[config.mk]
export PLATFORM = sky130hd
export DESIGN_NAME = uart_rcv_frame_ctrl_flat
export DESIGN_NICKNAME = d
export VERILOG_FILES = /design/src/rtl/uart_rcv_frame_ctrl_pkg.sv /design/src/rtl/uart_rcv_frame_ctrl_if.sv /design/src/rtl/uart_rcv_frame_ctrl_baud_tick.sv /design/src/rtl/uart_rcv_frame_ctrl.sv /design/src/flat_wrapper.sv
export SDC_FILE = /design/constraint.sdc
export NUM_CORES = 1
export LEC_CHECK = 0
export ABC_CLOCK_PERIOD_IN_PS = 1600
export BUFFER_PORTS_ARGS = -buffer_cell sky130_fd_sc_hd__buf_4
export CAP_MARGIN = 40
export CORE_ASPECT_RATIO = 0.8
export CORE_MARGIN = 1.5
export CORE_UTILIZATION = 35
export CTS_CLUSTER_DIAMETER = 150
export DETAILED_ROUTE_END_ITERATION = 8
export GPL_ROUTABILITY_DRIVEN = 0
export SLEW_MARGIN = 30
export SYNTH_ARGS = -nofsm -noshare
export SYNTH_HDL_FRONTEND = slang
export SYNTH_SLANG_ARGS = --single-unit
[constraint.sdc]
create_clock -name Clock -period 1.6 [get_ports Clock]
set_clock_uncertainty 0.15 [all_clocks]
set_input_delay 0.4 -clock Clock [delete_from_list [all_inputs] [get_ports Clock]]
set_output_delay 0.4 -clock Clock [all_outputs]
set_load 0.02 [all_outputs]
[src/rtl/uart_rcv_frame_ctrl_pkg.sv]
// rtl/uart_rcv_frame_ctrl_pkg.sv - shared state encoding and constants for the UART receive frame controller
package uart_rcv_pkg;

    localparam logic [2:0] ST_IDLE   = 3'd0;
    localparam logic [2:0] ST_START  = 3'd1;
    localparam logic [2:0] ST_DATA   = 3'd2;
    localparam logic [2:0] ST_PARITY = 3'd3;
    localparam logic [2:0] ST_STOP   = 3'd4;

    typedef enum logic [2:0] {
        S_IDLE   = ST_IDLE,
        S_START  = ST_START,
        S_DATA   = ST_DATA,
        S_PARITY = ST_PARITY,
        S_STOP   = ST_STOP
    } rcv_state_e;

    localparam int DEFAULT_DATA_BITS = 8;

    // Clocks per bit period seen by the receiver (BaudClock = Clock/16)
    localparam int BAUD_DIV = 16;

endpackage

[src/rtl/uart_rcv_frame_ctrl_if.sv]
// rtl/uart_rcv_frame_ctrl_if.sv - CPU-side read interface of the UART receive frame controller
interface uart_rcv_frame_ctrl_if #(
    parameter int DATA_BITS = 8
);
    logic                 ReadStrobe;
    logic [DATA_BITS-1:0] RxData;
    logic                 RxReady;
    logic                 FramingError;
    logic                 OverrunError;
    logic                 ParityError;

    // CPU / bus side
    modport master (
        output ReadStrobe,
        input  RxData,
        input  RxReady,
        input  FramingError,
        input  OverrunError,
        input  ParityError
    );

    // Receiver side
    modport slave (
        input  ReadStrobe,
        output RxData,
        output RxReady,
        output FramingError,
        output OverrunError,
        output ParityError
    );
endinterface

[src/rtl/uart_rcv_frame_ctrl_baud_tick.sv]
// rtl/uart_rcv_frame_ctrl_baud_tick.sv - rising-edge detector turning BaudClock into a one-Clock BaudTick
module rcv_baud_tick (
    input  logic Clock,
    input  logic Reset,
    input  logic i_baud_clock,
    output logic o_baud_tick
);
    logic r_baud_clock_d;

    // Delay BaudClock by one Clock so its rising edge can be isolated
    always_ff @(posedge Clock or posedge Reset) begin
        if (Reset) begin
            r_baud_clock_d <= 1'b0;
        end else begin
            r_baud_clock_d <= i_baud_clock;
        end
    end

    assign o_baud_tick = i_baud_clock & ~r_baud_clock_d;

endmodule

[src/rtl/uart_rcv_frame_ctrl.sv]
// rtl/uart_rcv_frame_ctrl.sv - UART receive frame FSM, word assembly and CPU flags; parity via UART_RCV_PARITY_EN
module uart_rcv_frame_ctrl
    import uart_rcv_pkg::*;
#(
    parameter int DATA_BITS  = DEFAULT_DATA_BITS,
    parameter int ODD_PARITY = 0
) (
    input  logic Clock,
    input  logic Reset,
    input  logic RxD,
    input  logic StartDetect,
    input  logic BaudClock,
    output logic Idle,
    output logic Shift,
    uart_rcv_frame_ctrl_if.slave cpu
);
    localparam int                 CNT_W    = (DATA_BITS > 1) ? $clog2(DATA_BITS) : 1;
    localparam logic [CNT_W-1:0]   LAST_BIT = CNT_W'(DATA_BITS - 1);

    rcv_state_e           r_state;
    rcv_state_e           w_next;
    logic                 w_tick;
    logic                 w_commit;
    logic                 w_rd_clear;
    logic [DATA_BITS-1:0] r_shift;
    logic [CNT_W-1:0]     r_bit_cnt;
    logic [DATA_BITS-1:0] r_rx_data;
    logic                 r_rx_ready;
    logic                 r_framing_err;
    logic                 r_overrun_err;

    rcv_baud_tick u_baud_tick (
        .Clock        (Clock),
        .Reset        (Reset),
        .i_baud_clock (BaudClock),
        .o_baud_tick  (w_tick)
    );

    // State register; reset drops any partial frame
    always_ff @(posedge Clock or posedge Reset) begin
        if (Reset) begin
            r_state <= S_IDLE;
        end else begin
            r_state <= w_next;
        end
    end

    // Next-state decode plus Idle/Shift handshakes back to the start detector
    always_comb begin
        w_next   = r_state;
        Idle     = 1'b0;
        Shift    = 1'b0;
        w_commit = 1'b0;
        case (r_state)
            S_IDLE: begin
                Idle = 1'b1;
                if (StartDetect) begin
                    w_next = S_START;
                end
            end
            S_START: begin
                if (w_tick) begin
                    w_next = RxD ? S_IDLE : S_DATA;
                end
            end
            S_DATA: begin
                Shift = 1'b1;
                if (w_tick && (r_bit_cnt == LAST_BIT)) begin
`ifdef UART_RCV_PARITY_EN
                    w_next = S_PARITY;
`else
                    w_next = S_STOP;
`endif
                end
            end
`ifdef UART_RCV_PARITY_EN
            S_PARITY: begin
                if (w_tick) begin
                    w_next = S_STOP;
                end
            end
`endif
            S_STOP: begin
                if (w_tick) begin
                    w_commit = 1'b1;
                    w_next   = S_IDLE;
                end
            end
            default: begin
                w_next = S_IDLE;
            end
        endcase
    end

    // LSB-first word assembly: each mid-bit sample enters at the MSB
    always_ff @(posedge Clock or posedge Reset) begin
        if (Reset) begin
            r_shift   <= '0;
            r_bit_cnt <= '0;
        end else begin
            if ((r_state == S_START) && w_tick && !RxD) begin
                r_bit_cnt <= '0;
            end
            if ((r_state == S_DATA) && w_tick) begin
                r_shift   <= {RxD, r_shift[DATA_BITS-1:1]};
                r_bit_cnt <= r_bit_cnt + CNT_W'(1);
            end
        end
    end

    // A read only clears flags when there is actually a word to read
    assign w_rd_clear = cpu.ReadStrobe & r_rx_ready;

`ifdef UART_RCV_PARITY_EN
    localparam logic ODD_BIT = (ODD_PARITY != 0);

    logic r_par_bit;
    logic r_parity_err;
    logic w_par_bad;

    // Capture the received parity bit at its mid-bit tick
    always_ff @(posedge Clock or posedge Reset) begin
        if (Reset) begin
            r_par_bit <= 1'b0;
        end else if ((r_state == S_PARITY) && w_tick) begin
            r_par_bit <= RxD;
        end
    end

    assign w_par_bad = r_par_bit ^ (^r_shift) ^ ODD_BIT;

    // Sticky parity flag, same commit/clear rules as the other error flags
    always_ff @(posedge Clock or posedge Reset) begin
        if (Reset) begin
            r_parity_err <= 1'b0;
        end else if (w_commit) begin
            r_parity_err <= (r_parity_err & ~w_rd_clear) | w_par_bad;
        end else if (w_rd_clear) begin
            r_parity_err <= 1'b0;
        end
    end

    assign cpu.ParityError = r_parity_err;
`else
    assign cpu.ParityError = 1'b0;
`endif

    // Commit beats a coincident read: old flags drop, this frame's errors stay
    always_ff @(posedge Clock or posedge Reset) begin
        if (Reset) begin
            r_rx_data     <= '0;
            r_rx_ready    <= 1'b0;
            r_framing_err <= 1'b0;
            r_overrun_err <= 1'b0;
        end else if (w_commit) begin
            r_rx_data     <= r_shift;
            r_rx_ready    <= 1'b1;
            r_framing_err <= (r_framing_err & ~w_rd_clear) | ~RxD;
            r_overrun_err <= (r_overrun_err & ~w_rd_clear) | (r_rx_ready & ~cpu.ReadStrobe);
        end else if (w_rd_clear) begin
            r_rx_ready    <= 1'b0;
            r_framing_err <= 1'b0;
            r_overrun_err <= 1'b0;
        end
    end

    assign cpu.RxData       = r_rx_data;
    assign cpu.RxReady      = r_rx_ready;
    assign cpu.FramingError = r_framing_err;
    assign cpu.OverrunError = r_overrun_err;

endmodule

[src/flat_wrapper.sv]
// flat-port wrapper written by rule: the top's interface ports become plain ports
module uart_rcv_frame_ctrl_flat import uart_rcv_pkg::*;
#(
    parameter int DATA_BITS  = DEFAULT_DATA_BITS,
    parameter int ODD_PARITY = 0
)
  (Clock, Reset, RxD, StartDetect, BaudClock, Idle, Shift, cpu_ReadStrobe, cpu_RxData, cpu_RxReady, cpu_FramingError, cpu_OverrunError, cpu_ParityError);
  uart_rcv_frame_ctrl_if #(.DATA_BITS(DATA_BITS)) cpu_i ();
  input  logic Clock;
  input  logic Reset;
  input  logic RxD;
  input  logic StartDetect;
  input  logic BaudClock;
  output logic Idle;
  output logic Shift;
  input wire logic [$bits(cpu_i.ReadStrobe)-1:0] cpu_ReadStrobe;
  output wire logic [$bits(cpu_i.RxData)-1:0] cpu_RxData;
  output wire logic [$bits(cpu_i.RxReady)-1:0] cpu_RxReady;
  output wire logic [$bits(cpu_i.FramingError)-1:0] cpu_FramingError;
  output wire logic [$bits(cpu_i.OverrunError)-1:0] cpu_OverrunError;
  output wire logic [$bits(cpu_i.ParityError)-1:0] cpu_ParityError;
  assign cpu_i.ReadStrobe = cpu_ReadStrobe;
  assign cpu_RxData = cpu_i.RxData;
  assign cpu_RxReady = cpu_i.RxReady;
  assign cpu_FramingError = cpu_i.FramingError;
  assign cpu_OverrunError = cpu_i.OverrunError;
  assign cpu_ParityError = cpu_i.ParityError;
  uart_rcv_frame_ctrl #(.DATA_BITS(DATA_BITS), .ODD_PARITY(ODD_PARITY)) u_core (.Clock(Clock), .Reset(Reset), .RxD(RxD), .StartDetect(StartDetect), .BaudClock(BaudClock), .Idle(Idle), .Shift(Shift), .cpu(cpu_i));
endmodule
==> results.yml, run 1 <==
detailed_routing:
  via_per_inst: 4.60
  wire_per_inst_um: 12.8
  num_vias: 763
  drtIter0Drc: 14
  detail-route-antenna-nets: 0
  drcViolationCount: 0
  wirelength_um: 2120
  first_pass_iters: 4
clocking:
  hold_buffers: 0
  cts_made_buffers: 3
  h-tree-depth: 1
  clkTransAtPathRegs_ps: 90
  cts_sinks: 26
  clockBufferDepth: 2
  clock_latency_ps: 270
  cts_root_buf: "clkbuf_8"
  cts_tree: "done"
floorplan:
  ios: 20
  fp-row-count: 18
  initial_core_util: 0.362
  die_x_um: 66.0
  die-height_um: 53.4
  coreArea_mm2: 0.00306
  die_area_mm2: 0.00352
yosys:
  synth_edf_count: 0
  synth-seq-cells: 26
  yosys_warnings: 0
  syn_nets: 94
  ys_seq_area_frac: 0.586
  mappedNetlistArea_mm2: 0.00111
  synth_cells: 86
  synth.distinct_cells: 26
  ys_async_sr_fraction: 1.00
  syn_area_per_cell_um2: 12.9
  synthFlopType: "dfrtp_1"
finish:
  areaGrowthSynthToFinish_pct: 44.5
  drive_gt1_frac: 0.579
  fin_nets: 135
  stdcell_area_mm2: 0.00160
  fill_cells: 285
  num_antenna_cells: 0
timing:
  hold_viol_final: 0
  max_freq_mhz: 580
  rsz0062_at_grt: "true"
  post-route-period-util: 1.08
  setup_viol: 11
  layout_min_cycle_time_ps: 1720
  holdWs_ps: 27.9
  drv_slew: 0
  fin_ws_ps: -125
global_routing:
  grt_antenna_before_repair: 0
  grt_pass1_vias: 722
  grt_max_degree: 27
  grt_overflow_total: 0
  grt_usage: 0.134
  grt_pass1_wl_um: 3440
run_status:
  run_status: "complete, but fails checks"
  violations: "setup timing"
setup_path:
  required_ps: 1050
  cp-start-kind: "flip-flop"
  crit_fanout: 3
  crit_type: "reg2out"
  timing.rr.end: "u_core.cpu.RxData[5]"
  timing.reg2reg.worst_path_depth: 6
  rr_startpoint: "u_core.r_state[0]"
  critPathCaptureType: "output pin"
  r2r_setup_slack_ps: -100
  worstPathArrival_ps: 1170
power_and_ir_drop:
  power.density_mw_per_mm2: 909
  p_leak_uw: 0.000813
  pwr-share-comb: 0.204
  power_uw: 1460
  seqPwrFrac: 0.509
  switching_share: 0.253
  switching_power_uw: 369
  p_int_uw: 1090
  vdd_drop_max_mv: 0.745
  clkPwrFrac: 0.288
run:
  drv_cap: 0
place:
  dpl.hpwl_um: 1470
  dpl_cell_area_mm2: 0.00139
  portBuffers: 18
min_path:
  hold_class: "in2async"
logic make-up after synthesis:
logic type / count (synthesis) / share of synthesized area
buffers and inverters: 3 / 0.0203
other: 1 / 0.00338
AOI/OAI and AO/OA: 12 / 0.0609
and+or+nand+nor: 26 / 0.131
adders and majority gates: 2 / 0.0225
DFF: 26 / 0.586
muxes: 16 / 0.176
worst max-delay path: stages (launching register included):
cell     delay (ps)
dfrtp_2         430
or2b_1          240
nor2_1          100
buf_4           150
per-stage QoR:
| stage | setup WS, ps | utilization | setup TNS [ps] | cells |
|---|---|---|---|---|
| global route | -181 | 0.524 | -1370 | 166 |
| finish | -125 | 0.524 | -865 | 166 |
| detailed placement | -70.2 | 0.453 | -563 | 156 |
| global placement | -49.4 | 0.453 | -315 | 156 |
| floorplan | 3.37 | - | 0 | 86 |
| CTS | -150 | 0.490 | -532 | 164 |
cells in the final DEF (no fill, tap or decap), types with 2 or more instances in the layout:
cell type  instances
nor2_1             2
mux2_2             8
clkbuf_8           4
buf_6              8
or3_4              2
nand2_1            6
o21ai_1            4
dfrtp_2            2
a21oi_1            3
mux2_4             8
dfrtp_1           24
buf_4             30
ha_1               2
nand2b_4           2
nand3_1            2
layout make-up:
type | count | area, um^2 | area share
multi-input combinational | 57 | 527 | 0.328
inverter | 1 | 3.75 | 0.00234
timing repair buffer | 38 | 315 | 0.197
sequential | 26 | 653 | 0.407
tap | 40 | 50.0 | 0.0312
clock buffer | 4 | 55.1 | 0.0343
metal layers:
metal  share of wire  GRT usage  up-vias
met5               0          0        -
met4          0.0047     0.0306        0
met3           0.051     0.0383        2
met2            0.47      0.224       18
met1            0.47      0.172      358
li1                -          -      385
synth_stat cells, types with 2 or more instances:
master / n / area, um^2
dfrtp_1: 26 / 651
mux2_2: 12 / 135
nand2_1: 6 / 22.5
o21ai_0: 5 / 25.0
a21oi_1: 4 / 20.0
mux2_4: 4 / 60.1
nor2b_1: 3 / 18.8
or3_1: 3 / 18.8
ha_1: 2 / 25.0
nand2b_1: 2 / 12.5
nand3_1: 2 / 10.0
nor2_1: 2 / 7.51
nor3_1: 2 / 10.0
sequential cells by signal, indices dropped and copies added (netlist names):
| signal | flops |
|---|---|
| u_core.cpu.OverrunError | 1 |
| u_core.cpu.FramingError | 1 |
| u_core.r_state | 3 |
| u_core.r_bit_cnt | 3 |
| u_core.r_shift | 8 |
| u_core.cpu.RxReady | 1 |
| u_core.u_baud_tick.r_baud_clock_d | 1 |
| u_core.cpu.RxData | 8 |
power by group through the flow:
stage          clock [uW]  sequential, uW  combinational (uW)
6_report              419             741                 297
5_1_grt               463             749                 328
4_1_cts               433             741                 230
3_5_place_dp            0             761                 188
3_3_place_gp            0             759                 185
2_1_floorplan           0             754                 103
worst max path at each step:
stage / cells after the start / endpoint / slack (ps) / from
2_1_floorplan: 4 / u_core.cpu.RxData[0] / 3 / u_core.u_baud_tick.r_baud_clock_d
3_3_place_gp: 4 / u_core.cpu.RxData[1] / -50 / BaudClock
3_5_place_dp: 4 / u_core.cpu.RxData[3] / -70 / BaudClock
4_1_cts: 3 / Shift / -150 / u_core.r_state[0]
5_1_grt: 3 / Shift / -180 / u_core.r_state[0]
6_report: 3 / Shift / -120 / u_core.r_state[0]
what timing repair did:
| action | 4_1_cts | 5_1_grt |
|---|---|---|
| setup endpoints to repair | 16 | 22 |
| pin swaps | 2 | 5 |
| setup buffers | 4 | 2 |
| gates resized for setup | 8 | 26 |
Note: power is estimated with default switching activity, not from simulation.
==> run 2: changes to the inputs <==
- ABC_AREA: not set -> 1
- HOLD_SLACK_MARGIN: not set -> 0.05
==> run 2 against run 1 <==
Net effect:
- non-clock buffer count decreased by 7
- largest cell class unchanged
- flip-flop and latch count stayed put
- routed wire length up 0.14%
- worst setup slack improved by 100 ps
- design area shrank 7.1%
- final cell count up 15%
- the run still ends with setup timing left
==> results.yml, run 2 <==
timing:
  setup_viol: 2
  hold_viol_final: 0
  fin_ws_ps: -23.4
  drv_slew: 0
  tns_ps: -43.5
  post-route-period-util: 1.01
  layout_min_cycle_time_ps: 1620
  max_freq_mhz: 616
  rsz0062_at_grt: "true"
floorplan:
  die_area_mm2: 0.00365
  coreArea_mm2: 0.00311
  die-height_um: 54.4
  ios: 20
  fp-row-count: 18
  die_x_um: 67.2
  initial_core_util: 0.371
clocking:
  clkTransAtPathRegs_ps: 80
  cts_made_buffers: 3
  clock_latency_ps: 260
  h-tree-depth: 1
  clockBufferDepth: 2
  cts_root_buf: "clkbuf_8"
  cts_tree: "done"
  cts_sinks: 26
detailed_routing:
  num_vias: 869
  first_pass_iters: 4
  via_per_inst: 4.55
  wire_per_inst_um: 11.1
  drcViolationCount: 0
  detail-route-antenna-nets: 0
  wirelength_um: 2120
  drtIter0Drc: 35
power_and_ir_drop:
  p_int_uw: 1270
  p_leak_uw: 0.000740
  seqPwrFrac: 0.442
  power.density_mw_per_mm2: 1280
  switching_share: 0.333
  pwr-share-comb: 0.368
  vdd_drop_max_mv: 0.421
  power_uw: 1910
  clkPwrFrac: 0.190
  switching_power_uw: 635
place:
  portBuffers: 18
  dp_cells: 177
  dpl.hpwl_um: 1360
yosys:
  synth.distinct_cells: 20
  synth_cells: 121
  synth_common_cells: "dfrtp_1, nand2_1, inv_1"
  ys_async_sr_fraction: 1.00
  yosys.area.top_type: "dfrtp_1"
  mappedNetlistArea_mm2: 0.00115
  syn_area_per_cell_um2: 9.53
  synth_top_area_frac: 0.564
  syn_nets: 129
  synth-seq-cells: 26
  synth_edf_count: 0
  yosys_warnings: 0
  synthFlopType: "dfrtp_1"
  synth_area_leaders: "dfrtp_1, nand2_1, o21ai_2, inv_1, o21ai_0"
  yosysMostFrequentCell: "dfrtp_1"
  ys_seq_area_frac: 0.564
finish:
  areaGrowthSynthToFinish_pct: 29.2
  drive_gt1_frac: 0.364
  num_antenna_cells: 0
  fill_cells: 289
  mostFrequentLayoutCell: "buf_4"
  final_cell_mix: "buf_4, nand2_1, dfrtp_1, inv_1, o21ai_0"
  final_cells: 191
  fin_nets: 161
  seqCellArea_um2: 653
  multi_input_area_um2: 415
run_status:
  violations: "setup timing"
  run_status: "complete, but fails checks"
min_path:
  hold_class: "in2reg"
setup_path:
  critPathCaptureType: "output pin"
  r2r_setup_slack_ps: 80
  cp-start-kind: "flip-flop"
  crit_fanout: 4
  required_ps: 1050
  worstPathArrival_ps: 1070
  crit_type: "reg2out"
global_routing:
  grt_usage: 0.134
  grt_pass1_vias: 795
  grt_max_degree: 27
  grt_antenna_before_repair: 0
  grt_pass1_wl_um: 3560
  grt_overflow_total: 0
run:
  drv_cap: 0
## run 2: cell count changes in the layout (fill, tap and decap cells not counted), moves of 6 or more
| cell | change |
|---|---|
| o21ai_2 | +8 |
| nand2_1 | +19 |
| nand3_1 | +7 |
| mux2_2 | -8 |
| mux2_4 | -8 |
| inv_1 | +16 |
| o21ai_0 | +10 |
| buf_6 | -6 |
## run 2: final timing paths
| check | startpoint | endpoint | cells after the start |
|---|---|---|---|
| worst min register to register | u_core.cpu.RxData[3] | u_core.cpu.RxData[3] | 2 |
| max in group asynchronous | Reset | u_core.r_state[2] | 4 |
| worst max register to register | u_core.r_state[0] | u_core.cpu.OverrunError | 7 |
| worst max-delay path | u_core.r_state[2] | Idle | 2 |
| min in group asynchronous | Reset | u_core.r_state[0] | 4 |
| worst min-delay path | BaudClock | u_core.u_baud_tick.r_baud_clock_d | 1 |
## run 2: routing by layer
layer / routed length [um] / track usage
met4: 58 / 0.0816
met5: 0 / 0
met1: 980 / 0.181
met2: 1010 / 0.200
met3: 74 / 0.0247
## run 2: layout make-up
class,count,area share
clock buffers,3,0.0277
repair buffers,31,0.171
flip-flops and latches,26,0.438
well taps,40,0.0336
inverters,20,0.0504
multi-input cells,71,0.279
## run 2: through the flow
step	area, um^2	utilization	worst slack (ps)	hold WS (ps)
4_1_cts	1430	0.459	-32.6	100
6_report	1490	0.479	-23.4	106
3_5_place_dp	1330	0.426	167	319
2_1_floorplan	1150	-	81.4	281
3_3_place_gp	1330	0.426	195	317
5_1_grt	1490	0.479	-64.4	91.9
## run 2: logic make-up (layout without fill, tap and decap cells)
family | Yosys count | count (layout) | share of synthesized area
and+or+nand+nor | 47 | 47 | 0.188
buffers and inverters | 24 | 54 | 0.101
other | 1 | 1 | 0.00325
DFF | 26 | 26 | 0.564
AOI/OAI and AO/OA | 21 | 21 | 0.123
adders and majority gates | 2 | 2 | 0.0217
## run 2: critical path: stages (launching register included)
cell and delay [ps]:
dfrtp_2 450, nor3_4 220, buf_6 140
## run 2: repair_timing
item,4_1_cts,5_1_grt
setup buffers,6,4
pin swaps,0,3
hold endpoints to repair,26,0
cloned,0,0
gates resized for setup,2,10
endpoints found under the setup margin,2,9
hold buffers,1,0
## run 2: power groups by stage
stage | clock [uW] | combinational (uW) | sequential (uW)
after floorplan | 0 | 290 | 862
after global placement | 0 | 441 | 844
after detailed placement | 0 | 454 | 843
after CTS | 374 | 560 | 827
after global routing | 401 | 765 | 859
final | 362 | 701 | 844
